===== src/rtl/draw_paddle_pipe.sv =====
// Paddle overlay stage for the PONG video chain: paints one rectangle of `color`
// over the pixel stream. All timing signals are delayed by PIPE_STAGES to match rgb.
module draw_paddle_pipe #(
  parameter int X_LEFT       = 50,
  parameter int WIDTH        = 10,
  parameter int LENGTH       = 80,
  parameter int V_RES        = 600,
  parameter int PIPE_STAGES  = 1,
  parameter int BLINK_FRAMES = 30
) (
  input  logic        pclk,
  input  logic        rst,
  input  logic [10:0] hcount_in,
  input  logic [10:0] vcount_in,
  input  logic        hsync_in,
  input  logic        vsync_in,
  input  logic        hblnk_in,
  input  logic        vblnk_in,
  input  logic [11:0] rgb_in,
  input  logic [11:0] y_pos,
  input  logic [11:0] color,
  input  logic        outline_en,
  input  logic        blink_en,
  output logic [10:0] hcount_out,
  output logic [10:0] vcount_out,
  output logic        hsync_out,
  output logic        vsync_out,
  output logic        hblnk_out,
  output logic        vblnk_out,
  output logic [11:0] rgb_out
);

  localparam int CW = (BLINK_FRAMES > 1) ? $clog2(BLINK_FRAMES) : 1;
  localparam logic [11:0]   X_LO     = 12'(X_LEFT);
  localparam logic [11:0]   X_HI     = 12'(X_LEFT + WIDTH - 1);
  localparam logic [11:0]   Y_MAX    = 12'(V_RES - LENGTH);
  localparam logic [11:0]   LEN      = 12'(LENGTH);
  localparam logic [11:0]   LEN_M1   = 12'(LENGTH - 1);
  localparam logic [CW-1:0] CNT_LAST = CW'(BLINK_FRAMES - 1);

  typedef struct packed {
    logic [10:0] hcount;
    logic [10:0] vcount;
    logic        hsync;
    logic        vsync;
    logic        hblnk;
    logic        vblnk;
    logic [11:0] rgb;
  } pix_t;

  logic          vblnk_q;
  logic [11:0]   y_lat_q, y_lat_d;
  logic [CW-1:0] frame_cnt_q, frame_cnt_d;
  logic          visible_q, visible_d;
  logic          fe;

  assign fe = vblnk_in & ~vblnk_q;

  // y is sampled only at the start of vertical blank so the paddle never tears
  always_comb begin
    y_lat_d     = y_lat_q;
    frame_cnt_d = frame_cnt_q;
    visible_d   = visible_q;
    if (fe) begin
      y_lat_d = (y_pos > Y_MAX) ? Y_MAX : y_pos;
    end
    if (!blink_en) begin
      frame_cnt_d = '0;
      visible_d   = 1'b1;
    end else if (fe) begin
      if (frame_cnt_q == CNT_LAST) begin
        frame_cnt_d = '0;
        visible_d   = ~visible_q;
      end else begin
        frame_cnt_d = frame_cnt_q + CW'(1);
      end
    end
  end

  always_ff @(posedge pclk) begin
    if (rst) begin
      vblnk_q     <= 1'b0;
      y_lat_q     <= '0;
      frame_cnt_q <= '0;
      visible_q   <= 1'b1;
    end else begin
      vblnk_q     <= vblnk_in;
      y_lat_q     <= y_lat_d;
      frame_cnt_q <= frame_cnt_d;
      visible_q   <= visible_d;
    end
  end

  logic [11:0] hc, vc, y_end, y_last;
  logic        in_x, in_y, border, paint;
  pix_t        stage_d;

  assign hc     = {1'b0, hcount_in};
  assign vc     = {1'b0, vcount_in};
  assign y_end  = y_lat_q + LEN;
  assign y_last = y_lat_q + LEN_M1;
  assign in_x   = (hc >= X_LO) && (hc <= X_HI);
  assign in_y   = (vc >= y_lat_q) && (vc < y_end);
  assign border = (hc == X_LO) || (hc == X_HI) || (vc == y_lat_q) || (vc == y_last);
  assign paint  = in_x & in_y & visible_q & (~outline_en | border) & ~hblnk_in & ~vblnk_in;

  always_comb begin
    stage_d.hcount = hcount_in;
    stage_d.vcount = vcount_in;
    stage_d.hsync  = hsync_in;
    stage_d.vsync  = vsync_in;
    stage_d.hblnk  = hblnk_in;
    stage_d.vblnk  = vblnk_in;
    stage_d.rgb    = paint ? color : rgb_in;
  end

  // Stage 0 captures the composited pixel; later stages are plain delay
  genvar gi;
  generate
    for (gi = 0; gi < PIPE_STAGES; gi++) begin : g_stage
      pix_t pipe_q;
      if (gi == 0) begin : g_first
        always_ff @(posedge pclk) begin
          if (rst) pipe_q <= '0;
          else     pipe_q <= stage_d;
        end
      end else begin : g_delay
        always_ff @(posedge pclk) begin
          if (rst) pipe_q <= '0;
          else     pipe_q <= g_stage[gi-1].pipe_q;
        end
      end
    end
  endgenerate

  pix_t out_q;
  assign out_q      = g_stage[PIPE_STAGES-1].pipe_q;
  assign hcount_out = out_q.hcount;
  assign vcount_out = out_q.vcount;
  assign hsync_out  = out_q.hsync;
  assign vsync_out  = out_q.vsync;
  assign hblnk_out  = out_q.hblnk;
  assign vblnk_out  = out_q.vblnk;
  assign rgb_out    = out_q.rgb;

endmodule

===== config.mk =====
export PLATFORM = sky130hd
export DESIGN_NAME = draw_paddle_pipe
export DESIGN_NICKNAME = d
export VERILOG_FILES = /design/src/rtl/draw_paddle_pipe.sv
export SDC_FILE = /design/constraint.sdc
export NUM_CORES = 1
export LEC_CHECK = 0
export ABC_AREA = 1
export BUFFER_PORTS_ARGS = -buffer_cell sky130_fd_sc_hd__buf_2
export CORE_AREA = 2 2 106 108
export CTS_CLUSTER_SIZE = 16
export DETAILED_ROUTE_END_ITERATION = 8
export DIE_AREA = 0 0 108 110
export GPL_ROUTABILITY_DRIVEN = 0
export PLACE_DENSITY = 0.5
export REMOVE_ABC_BUFFERS = 1
export SYNTH_ARGS = -nofsm -noshare
export SYNTH_HDL_FRONTEND = slang
export SYNTH_SLANG_ARGS = --single-unit

===== constraint.sdc =====
create_clock -name pclk -period 6.38 [get_ports pclk]
set_input_delay 0.638 -clock pclk [delete_from_list [all_inputs] [get_ports pclk]]
set_output_delay 0.638 -clock pclk [all_outputs]
set_load 0.05 [all_outputs]

== Word-level counts from Yosys, hierarchy flattened ==
Cells that the tools add are included.

* Add/subtract/negate cells: 3
* $lt $le $gt $ge: 5
* Equality and inequality tests: 5
* Muxes and demuxes: 3
* Bitwise operators: 13
* Reduce and logical (&&, ||, !) cells: 7

{| class="wikitable"
|+ Operators by type and width
! operator !! number
|-
| 12-bit by 7-bit adder with 12-bit output (second input constant) || 2
|-
| 11-bit by 12-bit equality test with 1-bit output || 2
|-
| 12-bit 2-to-1 mux || 2
|-
| 11-bit by 6-bit equality test with 1-bit output (second input constant) || 2
|-
| 11-bit by 12-bit >= comparator with 1-bit output || 1
|-
| 12-bit by 10-bit > comparator with 1-bit output (second input constant) || 1
|-
| 11-bit by 12-bit < comparator with 1-bit output || 1
|-
| 11-bit by 6-bit >= comparator with 1-bit output (second input constant) || 1
|-
| 11-bit by 6-bit <= comparator with 1-bit output (second input constant) || 1
|-
| 1-bit bitwise AND || 6
|-
| 1-bit inverter || 6
|-
| 5-bit by 1-bit adder with 5-bit output (second input constant) || 1
|-
| 5-bit equality test (second input constant) || 1
|-
| 5-bit 2-to-1 mux || 1
|-
| 1-bit logical OR || 3
|-
| 1-bit logical AND || 2
|-
| 2-bit AND reduction || 1
|-
| 2-bit OR reduction || 1
|-
| 1-bit OR || 1
|}

* Register bits after elaboration: 56
* Bits of input ports: 66
* Output and inout port bits: 38
* Logic and storage cells: 46

== Depth between registers and ports, before layout ==
Gate-level depths: netlist of run 1.

* Word-level depth: 9
* Depth in mapped cells: 18
* Gate-level depth less buffers: 16

== Worst setup path before layout of run 1 ==
OpenSTA, ideal clock, no wires.

* Kind: register to register
* Start: register y_lat_q[4]
* End: register g_stage[0].pipe_q, in the netlist rgb_out[10]
* Library setup time: 113 ps
* Arrival time: 2111 ps
* Data required time: 6267 ps
* Setup slack: 4156 ps
* Stages on the path, launching flop included: 16
* Path buffers: 1
* Period minus slack after synthesis: 2224 ps
* Cells stage by stage: dfxtp_1 ha_1 nor2_4 nor2_8 nand2_1 xor2_1 ha_1 nand4_1 nor2_1 nor2_1 nand2_1 nor2_2 nand2_4 buf_4 nor2_1 nor2_1

* Word-level cells in the longest chain between the ends: 9
* Elaborated cells on any way between the ends: 16
* Classes of those cells: add/sub: 2; order compare: 2; eq/ne: 2; mux: 1; bitwise: 6; reduce/logical: 3

{| class="wikitable"
|+ Ends and longest elaborated chain
! item !! line !! RTL
|-
| start, declared || 52 || <nowiki>logic [11:0] y_lat_q, y_lat_d;</nowiki>
|-
| start signal, assigned || 88 || <nowiki>y_lat_q <= y_lat_d;</nowiki>
|-
| 12-bit by 7-bit adder with 12-bit output || 100 || <nowiki>assign y_end = y_lat_q + LEN;</nowiki>
|-
| 11-bit by 12-bit < comparator with 1-bit output || 103 || <nowiki>assign in_y = (vc >= y_lat_q) && (vc < y_end);</nowiki>
|-
| 1-bit logical AND || 103 ||
|-
| 1-bit bitwise AND (2 in series) || 105 || <nowiki>assign paint = in_x & in_y & visible_q & (~outline_en | border) & ~hblnk_in & ~vblnk_in;</nowiki>
|-
| 1-bit bitwise AND (*) (3 in series) || 105 ||
|-
| 12-bit 2-to-1 mux (*) || 114 || <nowiki>stage_d.rgb = paint ? color : rgb_in;</nowiki>
|-
| end signal, assigned || 125 || <nowiki>else pipe_q <= stage_d;</nowiki>
|-
| end, declared || 121 || <nowiki>pix_t pipe_q;</nowiki>
|}

Every way passes the cells marked *; elsewhere a longest branch is shown, timed or not.
A chain may end at the register's enable or synchronous reset.

== Final worst setup path of run 1 ==
* Start: register y_lat_q[4]
* End: register g_stage[0].pipe_q, in the netlist rgb_out[11]

Same word-level chain as after synthesis.

==> results of run 1 <==
## power by group through the flow
| stage | Clock [mW] | Sequential (mW) | Combinational (mW) |
|---|---|---|---|
| finish | 0.191 | 0.378 | 0.190 |
| global route | 0.212 | 0.381 | 0.212 |
| CTS | 0.201 | 0.378 | 0.192 |
| detailed placement | 0 | 0.386 | 0.191 |
| global placement | 0 | 0.386 | 0.191 |
| floorplan | 0 | 0.430 | 0.0855 |
## synth_stat cells, types with 6 or more instances
library cell  count  area (µm²)
o21ai_0          14        70.1
xor2_1            9        78.8
nand2_1          68         255
nand4_1           8        50.1
a21oi_1          16        80.1
dfxtp_1          56        1120
nand2_2          11        68.8
nor3_1            7        35.0
clkbuf_1          6        22.5
xnor2_1           7        61.3
nand3_1          33         165
nor2_1           82         308
inv_1            68         255
ha_1             22         275
## per-stage QoR
step                worst slack, ns  power (mW)  hold WS [ns]  utilization  instance area [µm²]
finish                         3.91       0.759         0.481        0.354                 3790
global route                   3.69       0.805         0.513        0.354                 3790
CTS                            3.91       0.772         0.487        0.354                 3790
detailed placement             3.90       0.578         0.470        0.347                 3710
global placement               3.91       0.577         0.463        0.347                 3710
floorplan                      4.18       0.515         0.439            -                 3010
## sequential cells by signal, indices dropped and copies added, names as in the netlist
signal / cells
rgb_out: 12
y_lat_q: 12
hcount_out: 11
vcount_out: 11
frame_cnt_q: 5
hblnk_out: 1
hsync_out: 1
vblnk_out: 1
visible_q: 1
vsync_out: 1
## layer usage
layer / up-vias / global-route usage / share of wire
li1: 1555 / - / -
met1: 1204 / 0.159 / 0.49
met2: 79 / 0.210 / 0.43
met3: 8 / 0.0312 / 0.068
met4: 0 / 0.0348 / 0.012
met5: - / 0 / 0
## layout make-up
cell class,instances,area [µm²]
fillers,1175,6910
well taps,140,175
flip-flops and latches,56,1120
inverters,71,267
repair buffers,104,523
clock inverters,2,12.5
clock buffers,5,68.8
multi-input cells,297,1620
## logic make-up (layout without fill, tap and decap cells)
| kind of cell | count (synthesis) | count (layout) | share of synthesized area |
|---|---|---|---|
| AO/OA/AOI/OAI | 41 | 41 | 0.0751 |
| XOR/XNOR | 16 | 16 | 0.0457 |
| adder cells (fa/ha/maj) | 22 | 22 | 0.0898 |
| buffers and inverters | 81 | 182 | 0.105 |
| flip-flops | 56 | 56 | 0.366 |
| AND/OR/NAND/NOR | 218 | 218 | 0.319 |
## worst min-delay path by stage
| stage | from | to | depth (start not counted) |
|---|---|---|---|
| floorplan | visible_q | visible_q | 1 |
| global placement | visible_q | visible_q | 1 |
| detailed placement | visible_q | visible_q | 1 |
| CTS | visible_q | visible_q | 1 |
| global route | vsync_in | vsync_out | 3 |
| finish | visible_q | visible_q | 1 |
==> summary.md, run 1 <==
| Metric | Value |
|---|---|
| TritonCTS clock tree | `built` |
| CP delay by family, top | `simple AND/OR/NAND/NOR gates` |
| R2R cell count | `15` |
| Signal arrival time at the worst endpoint | `roughly 2.7 ns` |
| Yosys warning total | `0` |
| Register-to-register setup slack | `a little under 4 ns` |
| Most common cell after layout, fill and taps aside | `buf_2` |
| Setup repair after global routing missed its margin | `false` |
| Yosys reg bits | `56` |
| Standard-cell rows | `38` |
| Buffers from clock root to sink, at most | `2` |
| Final Non-Filler Cells | `between 600 and 700` |
| Transition time of the tightest slew-check pin | `around 0.64 ns` |
| Setup repair bufs after CTS | `0` |
| Number of max-cap violations | `0` |
| Ratio of total power to cell area | `200 nW/µm²` |
| GRT Residual Overflow | `0` |
| Slowest stage cell on the critical path | `dfxtp_1` |
| Avg Vias per Cell | `between 4 and 5` |
| Relative contribution of sequential cells to total power | `0.498` |
| Fraction of final layout cells with drive strength greater than 1 | `0.249` |
| Initial DRT Pass Iterations | `4` |
| Largest fanout on the critical path | `24` |
| Data required time at the worst endpoint | `roughly 6.6 ns` |
| Pins over their slew limit | `0` |
| Horiz. Die Dim | `between 100 and 150 µm` |
| Class of the worst hold path | `register to register` |
| Status | `completed` |
| Switching Fraction | `0.334` |
| Timing endpoint of the critical path | `rgb_out[11]` |
| PostCTS Resize Cnt | `0` |
| Effective utilization at floorplan | `0.286` |
| Worst-path clk slew | `roughly 0.10 ns` |
| Cell at the root of the clock tree | `clkbuf_8` |
| Critical Path Max Stage Delay | `0.48 ns` |
| Worst clock skew on the final layout | `between 0.007 and 0.008 ns` |
| Gate count of the mapped netlist | `~430` |
| EDFF count, synth | `0` |
| HPWL after detailed placement | `between 5 and 6 mm` |
| VDD IR-drop max | `between 80 and 90 µV` |
| Internal power | `roughly 510 µW` |
| Main flop type after synthesis | `dfxtp_1` |
| Standard cell core area | `about 11000 µm²` |
| Placed insts | `668` |
| Antenna violations before repair | `0` |
| Critical path's most frequent cell | `nand2_1` |
| Post-synthesis instance area | `between 3000 and 4000 µm²` |
| Wire length of the first global-routing pass | `between 10 and 15 mm` |
| Die height | `around 110 µm` |
| Fmax | `slightly above 0.4 GHz` |
| Tcrit/Tclk final | `0.387` |
| Relative max-transition margin | `0.572` |
| CP startpoint | `y_lat_q[4]` |
| Startpoint of the worst register-to-register path | `y_lat_q[4]` |
| Most frequent cells in the layout | `buf_2, nor2_1, inv_1, nand2_1, dfxtp_1` |
| CTS sink cnt | `56` |
| Vias post-DR | `~2800` |
| CTS H-tree depth | `2` |
| Number of stages on the worst setup path | `15` |
| All-Layer GR Usage | `0.125` |
| Number of distinct standard cells referenced by the synthesized netlist | `35` |
| TritonCTS Buffers | `5` |
| Setup TNS | `0 ns` |
| Endpoint class of the critical path | `register` |
| Cells traversed along the worst timing path | `ha_1, nor2_4, nor2_8, nand2_1, xor2_1, ha_1, nand4_1, nor2_1, nor2_1, nand2_1, nor2_2, nand2_4, nand2_1, nand2_1, nor2_1` |
| Share of total power in the clock network | `0.251` |
| End of the worst register-to-register path | `rgb_out[11]` |
| Overall die area | `11900 µm²` |
| Buffers plus inverters on the worst setup path | `0` |
| First DRT Iteration DRCs | `between 100 and 150` |
| Sequential cell area fraction in the yosys report | `0.366` |
| Antenna fix cells | `0` |
| DRC viols | `0` |
| Part of the power in combinational logic | `0.250` |
| Kind of critical path | `register to register` |
| Final Hold Viols | `0` |
| Clk Latency, worst-skew pair | `0.32 ns` |
| Setup-failing EPs final | `0` |
| Via count of the first global-routing pass | `2599` |
| Wire per inst | `11.0 µm` |
| CP startpoint kind | `register` |
| Synthesized area divided by synthesized cell count | `approximately 7.1 µm²` |
| Number of nets with antenna violations after detailed routing | `0` |
| IO Pins | `104` |
| Syn-to-layout area delta | `23.7%` |
| Fin nets | `623` |
| Leakage power figure | `2.03 nW` |
| Crit path time final | `2.47 ns` |
| Ys async rst share | `0` |
| Switching power summed over all nets | `around 250 µW` |
| Post-CTS Hold Fix Bufs | `0` |
| WL final | `7.40 mm` |
| Count of buffers from port buffering | `103` |
| Pin count of the biggest net entering global routing | `31` |
No activity file was read; power rests on OpenSTA's default activity.
==> run 2, diff against run 1 <==
==> constraint.sdc (replaced) <==
create_clock -name pclk -period 2.4 [get_ports pclk]
set_input_delay 0.24 -clock pclk [delete_from_list [all_inputs] [get_ports pclk]]
set_output_delay 0.24 -clock pclk [all_outputs]
set_load 0.05 [all_outputs]
==> summary.md, run 2 (synthesis gave the netlist of run 1 again) <==
| Metric | Value |
|---|---|
| Status | `completed` |
| Leakage power figure | `2.10 nW (+3.5%)` |
| Tcrit/Tclk final | `0.930 (+0.543)` |
| Horiz. Die Dim | `108 µm (unchanged)` |
| DRC viols | `0 (unchanged)` |
| Wire length of the first global-routing pass | `12.6 mm (+8.2%)` |
| Worst Hold Depth | `3 (+2)` |
| Signal arrival time at the worst endpoint | `2.49 ns (-0.23 ns)` |
| Pins over their slew limit | `0 (unchanged)` |
| TritonCTS Buffers | `5 (unchanged)` |
| Final-layout worst hold slack | `0.117 ns (-0.364 ns)` |
| Overall die area | `11900 µm² (unchanged)` |
| CTS sink cnt | `56 (unchanged)` |
| Wire per inst | `11.9 µm (+8.4%)` |
| Vias post-DR | `2961 (+4.0%)` |
| Cell at the root of the clock tree | `clkbuf_8` |
| Number of max-cap violations | `0 (unchanged)` |
| Endpoint class of the critical path | `register` |
| Antenna fix cells | `0 (unchanged)` |
| Most frequent cells in the layout | `buf_2, nor2_1, inv_1` |
| CP startpoint kind | `register` |
| Most common cell after layout, fill and taps aside | `buf_2` |
| Setup TNS | `0 ns (unchanged)` |
| Final Hold Viols | `0 (unchanged)` |
| Number of filler cells placed in the layout | `1157 (-1.5%)` |
| Relative max-transition margin | `0.558 (-0.0138)` |
| CTS H-tree depth | `2 (unchanged)` |
| WL final | `8.15 mm (+10%)` |
| Register cell area after layout | `1130 µm² (+0.89%)` |
| Via count of the first global-routing pass | `2819 (+8.5%)` |
| Ratio of total power to cell area | `528 nW/µm² (+160%)` |
| Antenna violations before repair | `0 (unchanged)` |
| VDD IR-drop max | `217 µV (+160%)` |
| First DRT Iteration DRCs | `136 (+23%)` |
| Largest fanout on the critical path | `6 (-75%)` |
| Clk Latency, worst-skew pair | `0.32 ns (about the same)` |
| Multi-input logic area | `1700 µm² (+4.5%)` |
| Avg Vias per Cell | `4.32 (+2.4%)` |
| Die height | `110 µm (unchanged)` |
| Number of nets with antenna violations after detailed routing | `0 (unchanged)` |
| R2R cell count | `17 (+2)` |
| Fraction of final layout cells with drive strength greater than 1 | `0.282 (+0.0335)` |
| TritonCTS clock tree | `built` |
| Worst clock skew on the final layout | `0.00953 ns (+0.00221 ns)` |
| Fin nets | `633 (+1.6%)` |
| Effective utilization at floorplan | `0.286 (unchanged)` |
| Initial DRT Pass Iterations | `4 (unchanged)` |
| GRT Residual Overflow | `0 (unchanged)` |
| Post-CTS Hold Fix Bufs | `0 (unchanged)` |
| Syn-to-layout area delta | `28.8%` |
| Class of the worst hold path | `input port to register` |
| Crit path time final | `2.23 ns (-0.235 ns)` |
| Standard cell core area | `10700 µm² (unchanged)` |
| Count of buffers from port buffering | `103 (unchanged)` |
| Fmax | `0.448 GHz (+11%)` |
| All-Layer GR Usage | `0.134 (+0.00980)` |
| IO Pins | `104 (unchanged)` |
| Transition time of the tightest slew-check pin | `0.662 ns (+0.0207 ns)` |
| HPWL after detailed placement | `6.30 mm (+5.8%)` |
| Standard-cell rows | `38 (unchanged)` |
| Data required time at the worst endpoint | `2.66 ns (-3.97 ns)` |
| Pin count of the biggest net entering global routing | `30 (-3.2%)` |
| Buffers from clock root to sink, at most | `2 (unchanged)` |
| Kind of critical path | `register to register` |
| Setup-failing EPs final | `0 (unchanged)` |
| Worst-path clk slew | `0.11 ns (about the same)` |
run 2: changes by cell type in the layout (fill, tap and decap cells not counted), sizes merged:
cell / before / now
buf: 104 / 111
clkinv: 1 / 2
clkinvlp: 1 / 0
inv: 71 / 72
nand2: 81 / 84
run 2: critical path: stages (launching register included):
cell and delay, ns:
dfxtp_2 0.40, ha_4 0.18, nor2_4 0.05, nor2_8 0.11, xor2_1 0.20, ha_1 0.25
nand2_1 0.06, inv_1 0.03, nand4_1 0.10, nor2_1 0.06, nor2_2 0.10, nand2_2 0.07
nor2_4 0.12, buf_12 0.14, nand2_4 0.09, nand2_1 0.08, nand2_1 0.04, nor2_1 0.10
run 2: area by class of cell:
type | instances | area share
repair buffers | 111 | 0.149
flip-flops and latches | 56 | 0.287
multi-input cells | 300 | 0.429
well taps | 140 | 0.0444
inverters | 71 | 0.0675
clock buffers | 5 | 0.0174
clock inverters | 3 | 0.00571
run 2: path summary, 6_finish.rpt:
check | start | endpoint | slack (ns)
min reg2reg | y_lat_q[10] | y_lat_q[10] | 0.49
max | y_lat_q[4] | rgb_out[11] | 0.17
max reg2reg | y_lat_q[4] | rgb_out[11] | 0.17
min | vsync_in | vsync_out | 0.12
run 2: power by group:
part | total [mW] | switching (mW) | internal, mW
sequential | 1.00 | 0.0271 | 0.976
clock | 0.549 | 0.338 | 0.210
combinational | 0.532 | 0.352 | 0.180
total | 2.08 | 0.717 | 1.37
run 2: stage by stage:
stage               utilization  area, µm²  instances  setup WS (ns)  power (mW)
floorplan                     -       3010        424          0.201        1.37
global placement          0.349       3740        672         0.0926        1.54
detailed placement        0.349       3740        672         0.0315        1.55
CTS                       0.358       3830        680        0.00874        2.11
global route              0.369       3950        686       -0.00495        2.21
finish                    0.369       3950        686          0.167        2.08
run 2: metal layers:
layer,vias to the layer above,track usage,share of wire
met5,-,0,0
met2,79,0.234,0.46
met4,0,0.0385,0.0097
met1,1293,0.167,0.47
li1,1583,-,-
met3,6,0.0306,0.062
run 2: timing repair:
action | 4_1_cts | 5_1_grt
gates resized for setup | 0 | 18
setup endpoints to repair | 0 | 12
buffers inserted | 0 | 3
hold endpoints to repair | 0 | 0
